$ cat src/rtl/parallel_pe.sv
// LANES-wide pipelined multiply-accumulate PE: S1 multiply, S2 lane reduction, S3 accumulate.
// Optional macro PE_RELU_EN clamps negative signed results to zero on output.
module parallel_pe #(
    parameter int LANES  = 4,
    parameter int DATA_W = 16,
    parameter int ACC_W  = 40
) (
    input  logic                    clk,
    input  logic                    rst,
    input  logic [LANES*DATA_W-1:0] neuron,
    input  logic [LANES*DATA_W-1:0] weight,
    input  logic [1:0]              ctl,
    input  logic                    sign_mode,
    input  logic                    vld_i,
    output logic [ACC_W-1:0]        result,
    output logic                    vld_o,
    output logic                    ovf_o
);
    localparam int PROD_W = 2 * DATA_W;

    // Operands are extended by one bit so a single signed multiplier serves both modes.
    function automatic logic [PROD_W-1:0] mul(input logic [DATA_W-1:0] a,
                                              input logic [DATA_W-1:0] b,
                                              input logic              sgn);
        logic signed [PROD_W-1:0] ax;
        logic signed [PROD_W-1:0] bx;
        logic signed [PROD_W-1:0] p;
        ax = PROD_W'($signed({sgn & a[DATA_W-1], a}));
        bx = PROD_W'($signed({sgn & b[DATA_W-1], b}));
        p  = ax * bx;
        return p;
    endfunction

    // Group mode: taken from the first beat, reused by later beats of the group.
    logic have_first;
    logic held_mode;
    logic mode_in;

    always_comb begin
        mode_in = sign_mode;
        if (!ctl[0] && have_first)
            mode_in = held_mode;
    end

    // NOTE: all sequential state is written with <= so every register samples pre-edge values.
    always_ff @(posedge clk) begin
        if (rst) begin
            have_first <= 1'b0;
            held_mode  <= 1'b0;
        end else if (vld_i && ctl[0]) begin
            have_first <= 1'b1;
            held_mode  <= sign_mode;
        end
    end

    // S1: per-lane products
    logic              s1_vld;
    logic [1:0]        s1_ctl;
    logic              s1_mode;
    logic [PROD_W-1:0] s1_prod [LANES];

    always_ff @(posedge clk) begin
        if (rst) s1_vld <= 1'b0;
        else     s1_vld <= vld_i;
    end

    // NOTE: datapath registers carry no reset; their valid bit alone decides whether they are used.
    always_ff @(posedge clk) begin
        if (vld_i) begin
            s1_ctl  <= ctl;
            s1_mode <= mode_in;
            for (int i = 0; i < LANES; i++)
                s1_prod[i] <= mul(neuron[i*DATA_W +: DATA_W], weight[i*DATA_W +: DATA_W], mode_in);
        end
    end

    // S2: exact reduction of the lanes at full accumulator width
    logic [ACC_W-1:0] lane_sum;

    // NOTE: always_comb assigns a default before any conditional update so no latch is inferred.
    always_comb begin
        lane_sum = '0;
        for (int i = 0; i < LANES; i++) begin
            if (s1_mode) lane_sum = lane_sum + ACC_W'($signed(s1_prod[i]));
            else         lane_sum = lane_sum + ACC_W'(s1_prod[i]);
        end
    end

    logic             s2_vld;
    logic [1:0]       s2_ctl;
    logic             s2_mode;
    logic [ACC_W-1:0] s2_sum;

    always_ff @(posedge clk) begin
        if (rst) s2_vld <= 1'b0;
        else     s2_vld <= s1_vld;
    end

    always_ff @(posedge clk) begin
        if (s1_vld) begin
            s2_ctl  <= s1_ctl;
            s2_mode <= s1_mode;
            s2_sum  <= lane_sum;
        end
    end

    // S3: accumulate with sticky overflow
    logic [ACC_W-1:0] acc;
    logic [ACC_W-1:0] acc_next;
    logic [ACC_W:0]   wide;
    logic             ovf_flag;
    logic             ovf_next;
    logic             step_ovf;
    logic [ACC_W-1:0] out_val;

    always_comb begin
        wide = {1'b0, acc} + {1'b0, s2_sum};
        if (s2_mode)
            step_ovf = (acc[ACC_W-1] == s2_sum[ACC_W-1]) && (wide[ACC_W-1] != acc[ACC_W-1]);
        else
            step_ovf = wide[ACC_W];
        if (s2_ctl[0]) begin
            acc_next = s2_sum;
            ovf_next = 1'b0;
        end else begin
            acc_next = wide[ACC_W-1:0];
            ovf_next = ovf_flag | step_ovf;
        end
    end

`ifdef PE_RELU_EN
    assign out_val = (s2_mode && acc_next[ACC_W-1]) ? '0 : acc_next;
`else
    assign out_val = acc_next;
`endif

    always_ff @(posedge clk) begin
        if (rst) begin
            acc      <= '0;
            ovf_flag <= 1'b0;
            result   <= '0;
            vld_o    <= 1'b0;
            ovf_o    <= 1'b0;
        end else begin
            vld_o <= s2_vld & s2_ctl[1];
            if (s2_vld) begin
                acc      <= acc_next;
                ovf_flag <= ovf_next;
                if (s2_ctl[1]) begin
                    result <= out_val;
                    ovf_o  <= ovf_next;
                end
            end
        end
    end

endmodule

$ cat config.mk
export PLATFORM = sky130hd
export DESIGN_NAME = parallel_pe
export DESIGN_NICKNAME = d
export VERILOG_FILES = /design/src/rtl/parallel_pe.sv
export SDC_FILE = /design/constraint.sdc
export NUM_CORES = 2
export LEC_CHECK = 0
export ABC_CLOCK_PERIOD_IN_PS = 9100
export BUFFER_PORTS_ARGS = -buffer_cell sky130_fd_sc_hd__buf_4
export CORE_MARGIN = 8
export CORE_UTILIZATION = 35
export DETAILED_ROUTE_END_ITERATION = 7
export GPL_TIMING_DRIVEN = 0
export HOLD_SLACK_MARGIN = 0.03
export PLACE_DENSITY = 0.54
export SYNTH_ARGS = -nofsm -noshare
export SYNTH_HDL_FRONTEND = slang
export SYNTH_SLANG_ARGS = --single-unit
export TNS_END_PERCENT = 5
$ cat constraint.sdc
create_clock -name clk -period 9.1 [get_ports clk]
set_input_delay 0.455 -clock clk [delete_from_list [all_inputs] [get_ports clk]]
set_output_delay 0.455 -clock clk [all_outputs]
set_load 0.005 [all_outputs]
## Word level (Yosys, flattened, before mapping)

Memories as Yosys holds them, arrays and structs flattened.
Index checks and enable logic that the tools add are counted.

| operators by class | value |
|---|---|
| $add $sub $neg | 7 |
| bitwise logic cells | 10 |
| reduce and logical (&&, ||, !) cells | 5 |
| muxes and demuxes | 10 |
| eq/ne operators | 2 |
| multipliers | 4 |

Operators with widths:

| operator | number |
|---|---|
| two-way mux 40 bit | 5 |
| multiplier 17 x 17 -> 32 bit | 4 |
| adder 40 x 32 -> 40 bit | 3 |
| adder 40 bit | 3 |
| adder 40 x 40 -> 41 bit | 1 |
| bitwise AND 1 bit | 9 |
| two-way mux 1 bit | 5 |
| logical AND 1 bit | 3 |
| AND reduction 2 bit | 1 |
| equality test 1 bit | 1 |
| zero test 1 bit | 1 |
| inequality test 1 bit | 1 |
| OR 1 bit | 1 |

| storage, ports and cells | value |
|---|---|
| word-level logic and storage cells | 53 |
| output and inout bits | 42 |
| flip-flop bits (word level) | 133 |
| input port bits | 134 |
| bits in writable memories | 128 |
| memories kept | 1 |

Memories:

| memory | words | bits a word | rd ports | clocked after Yosys merged registers in | wr ports | line | text |
|---|---|---|---|---|---|---|---|
| s1_prod | 4 | 32 | 4 | 0 | 4 | 60 | `logic [PROD_W-1:0] s1_prod [LANES];` |

## Logic depth before layout (Yosys ltp)

| logic depth | value |
|---|---|
| depth after elaboration | 7 |
| gate-level depth with buffers | 34 |
| mapped depth without buffers | 34 |

## Worst setup path before layout

OpenSTA, ideal clock, no wires.

| path | value |
|---|---|
| kind | input to register |
| start point | in ctl[0] |
| end point | mem s1_prod[3][31] (netlist name), data pin |
| data arrival time | 6.458 ns |
| stages | 22 |
| path slack | 2.383 ns |
| path buffers | 1 |
| data required time | 8.840 ns |
| library setup time | 0.260 ns |
| path through | nand2b_1 mux2_2 clkbuf_1 and2_1 nand2_1 inv_1 fa_1 fa_1 inv_1 fa_1 fa_1 fa_1 inv_1 fa_1 ha_1 or4_1 nor3b_1 a21oi_1 a221oi_1 o21ai_0 a21oi_1 xnor2_1 |

RTL lines:

| item | line | text |
|---|---|---|
| start, declared | 12 | `input logic [1:0] ctl,` |
| end, declared | 60 |  |

==> impl_summary.txt <==
----------------------------------------------------
[Setup path]
  Library cell appearing most often on the critical path ... fa_1
  List of cells traversed by the critical path ... nand2b_1, mux2_2, clkbuf_1, and3_1, fa_1, fa_1, inv_1, fa_1, fa_1, fa_1, inv_1, fa_1, ha_1, a21oi_1, o21bai_1, a21o_1, o41ai_1, mux2i_1, nand4_1
  Buffering stage count on the worst path with inverters included ... 3
  Largest stage delay on the critical path ... approximately 990 ps
  WP data arrival ... roughly 8600 ps
  Category of the worst setup path capture point ... flop
  Required time of the critical path ... between 9000 and 10,000 ps
  Crit Path Class ... reg -> reg
  Startpoint type of the worst setup path ... flop
  Maximum fanout along the worst path ... 17
  Worst path top cell family by delay ... adder cells
  Slowest library cell on the worst path ... clkbuf_1

[Job]
  Max Cap Viol ... 0

[STA]
  Worst hold-check slack ... between 60 and 70 ps
  Transition time at the pin with the least slew margin ... around 1300 ps
  RSZ-0062 raised after global routing ... no
  Post-Route Skew ... around 27 ps
  Post-route clock period utilization ... between 90% and 100%
  Smallest setup slack after layout ... approximately 740 ps
  Normalized max-slew margin ... ~17%
  Max Transition Viols Final ... 0
  Number of hold violations in the final report ... 0
  Maximum clock frequency ... 120 MHz
  Count of final setup violators ... 0
  Crit path time final ... approximately 8400 ps

[Floorplan]
  Die W ... about 420 microns
  Starting density of the core ... 35.2%
  Die Outline Area ... between 0.15 and 0.2 sq mm
  Standard cell core area ... 0.165 sq mm
  Number of placed I/O pins ... roughly 180
  Die outline height ... between 400 and 500 microns
  Number of placement rows ... about 150

[Placement]
  Placement Setup Slack ... -452 ps
  Placed Cells incl. Taps ... around 8,600
  Half-perimeter wire length of the detailed placement result ... roughly 140,000 microns
  Count of input and output buffers ... approximately 150
  Placement Cell Area ... 0.0618 sq mm
  Routability congestion estimate ... roughly 0.90

[GRT]
  Wire length of the first global-routing pass ... 258,000 microns
  Largest net degree at the start of global routing ... 76
  Total Routing Usage GR ... 18.3%
  Initial antenna violation count ... 24
  Overall overflow remaining after global route ... 0
  Number of global-route vias before repair ... ~45,000

[Clocking]
  Hold-fix buffers, CTS ... 0
  Count of buffers added by post-CTS timing repair for setup ... 0
  Number of buffers created by CTS ... 28
  Clock latency of the later-clocked register in the worst-skew pair ... between 500 and 600 ps
  Clock tree from TritonCTS ... yes
  Library cell used as clock root buffer ... clkbuf_16
  Resize count post-CTS ... 0
  Deepest level of the CTS H-tree ... 1
  Number of clock sinks seen by CTS ... between 200 and 300
  Clock slew at the register clock pins of the worst setup and hold paths ... around 70 ps
  CTS Buffer Depth ... 3

[Cells and area]
  Share of layout cells above drive strength 1 ... under 10%
  Area growth from synthesis to layout ... 8.26%
  Post-route cell area ... between 0.06 and 0.07 sq mm
  Layout Cells excl Fill ... about 8,600
  Nets@finish ... 8,169

[Synth]
  Top-area cell type share of the netlist area ... about two fifths
  Synthesized net count ... 7,992
  Post-synth design cell area ... 0.0579 sq mm
  Mean Syn Cell Area ... between 9 and 10 sq um
  Most frequently used flop master after synthesis ... edfxtp_1
  Number of enable-type register cells in the synthesized netlist ... about 170
  Cell with the most instances after synthesis ... inv_1
  Commonest cells in the netlist ... 1,259 x inv_1, 1,132 x fa_1, 666 x nand2_1
  Instance count of the mapped netlist ... between 6,000 and 7,000
  Sequential share of the synthesized area ... 12.0%
  Ys Warns ... 0
  Proportion of register bits with asynchronous set or reset after synthesis ... 0%
  Area contributors post-synth ... fa_1 39%, ha_1 10%, edfxtp_1 9.0%
  Cell type contributing the most total cell area after synthesis ... fa_1
  Number of register bits inferred by synthesis ... around 260
  Post-synth cell types ... 78

[Hold path]
  Class of the worst hold path ... in -> reg

[Routing]
  Via density ... around 5
  Routed via count ... 42,531
  DRC errors left ... 0
  Iter 0 DRT Violations ... 2,323
  Per-cell routed wire length ... about 19 microns
  Router iterations before antenna repair ... 7
  Total detailed-routing wirelength ... between 150,000 and 200,000 microns
  Post-detailed-route count of antenna-violating nets ... 0

[Run status]
  Result of the run ... finished clean

----------------------------------------------------
[cell type report]
class | instances | area, sq um
clock buffers | 37 | 807
plain buffers | 225 | 857
fillers | 16796 | 102000
multi-input cells | 4495 | 45400
flip-flops and latches | 261 | 6970
inverters | 1259 | 4730
well taps | 2189 | 2740
clock inverters | 13 | 88.8
diodes | 2 | 5.00
repair buffers | 148 | 1150
[through the flow]
| stage | utilization, % | setup TNS [ps] |
|---|---|---|
| floorplan | - | 0 |
| global placement | 37.5 | -7870 |
| detailed placement | 37.6 | -2580 |
| CTS | 38.1 | 0 |
| global route | 38.1 | 0 |
| finish | 38.1 | 0 |
[worst register-to-register path, stage by stage, from the launching register on]
cell and delay (ps):
dfxtp_1 330, nand2b_1 60, mux2_2 960, clkbuf_1 1060, and3_1 300, fa_1 500, fa_1 580, inv_1 330
fa_1 510, fa_1 500, fa_1 490, inv_1 50, fa_1 430, ha_1 360, a21oi_1 180, o21bai_1 100
a21o_1 220, o41ai_1 550, mux2i_1 250, nand4_1 240
[routing by layer]
layer | global-route usage, % | vias to the layer above | routed length, microns | part of all wire, %
met5 | 0 | - | 27 | 0.016
met4 | 5.67 | 4 | 6110 | 3.7
met3 | 2.31 | 260 | 8390 | 5.1
met2 | 30.8 | 1053 | 78300 | 48
met1 | 24.4 | 21412 | 71100 | 43
li1 | - | 19802 | - | -
[sequential cells by signal, summed over array words and instances (netlist names), 2 cells and up]
signal	cells
result	40
s1_prod	128
s2_ctl	2
acc	40
s2_sum	40
s1_ctl	2
[cells by family (layout without fill, tap and decap cells)]
kind of cell | after synthesis | after routing | synth area share (%)
AOI/OAI and AO/OA | 816 | 816 | 9.16
xor gates and xnor gates | 273 | 273 | 4.13
adders and majority gates | 1617 | 1617 | 49.6
buffers and inverters | 1485 | 1682 | 9.64
DFF | 261 | 261 | 12.0
muxes | 25 | 25 | 0.436
other | 0 | 2 | 0
and+or+nand+nor | 1764 | 1764 | 15.0
[path summary, 6_finish.rpt]
kind / startpoint / end / slack, ps / cells after the start
worst min register to register: s1_ctl[1] / s2_ctl[1] / 420 / 0
worst max register to register: have_first / s1_prod[0][31] / 740 / 19
worst min-delay path: ctl[1] / s1_ctl[1] / 70 / 1
worst max-delay path: have_first / s1_prod[0][31] / 740 / 19
[layout by cell type (no fill, tap or decap), types with 23 or more instances in the layout]
cell type / instances
inv_1: 1259
fa_1: 1132
nand2_1: 666
and2_1: 537
ha_1: 485
nor2_1: 243
a21oi_1: 235
clkbuf_1: 220
xnor2_1: 209
edfxtp_1: 174
buf_4: 146
o21ai_0: 143
a21o_1: 138
dfxtp_1: 86
a211oi_1: 77
and3_1: 65
xor2_1: 64
nor3_1: 44
nand3_1: 42
o21a_1: 42
nand2b_1: 40
nor2b_1: 32
or2_2: 30
clkbuf_16: 30
a31oi_1: 26
o21bai_1: 26
mux2i_1: 23
Power is left out: the tool's default activity adds up to more than one toggle a clock period on the data nets, which glitch-free logic cannot reach.
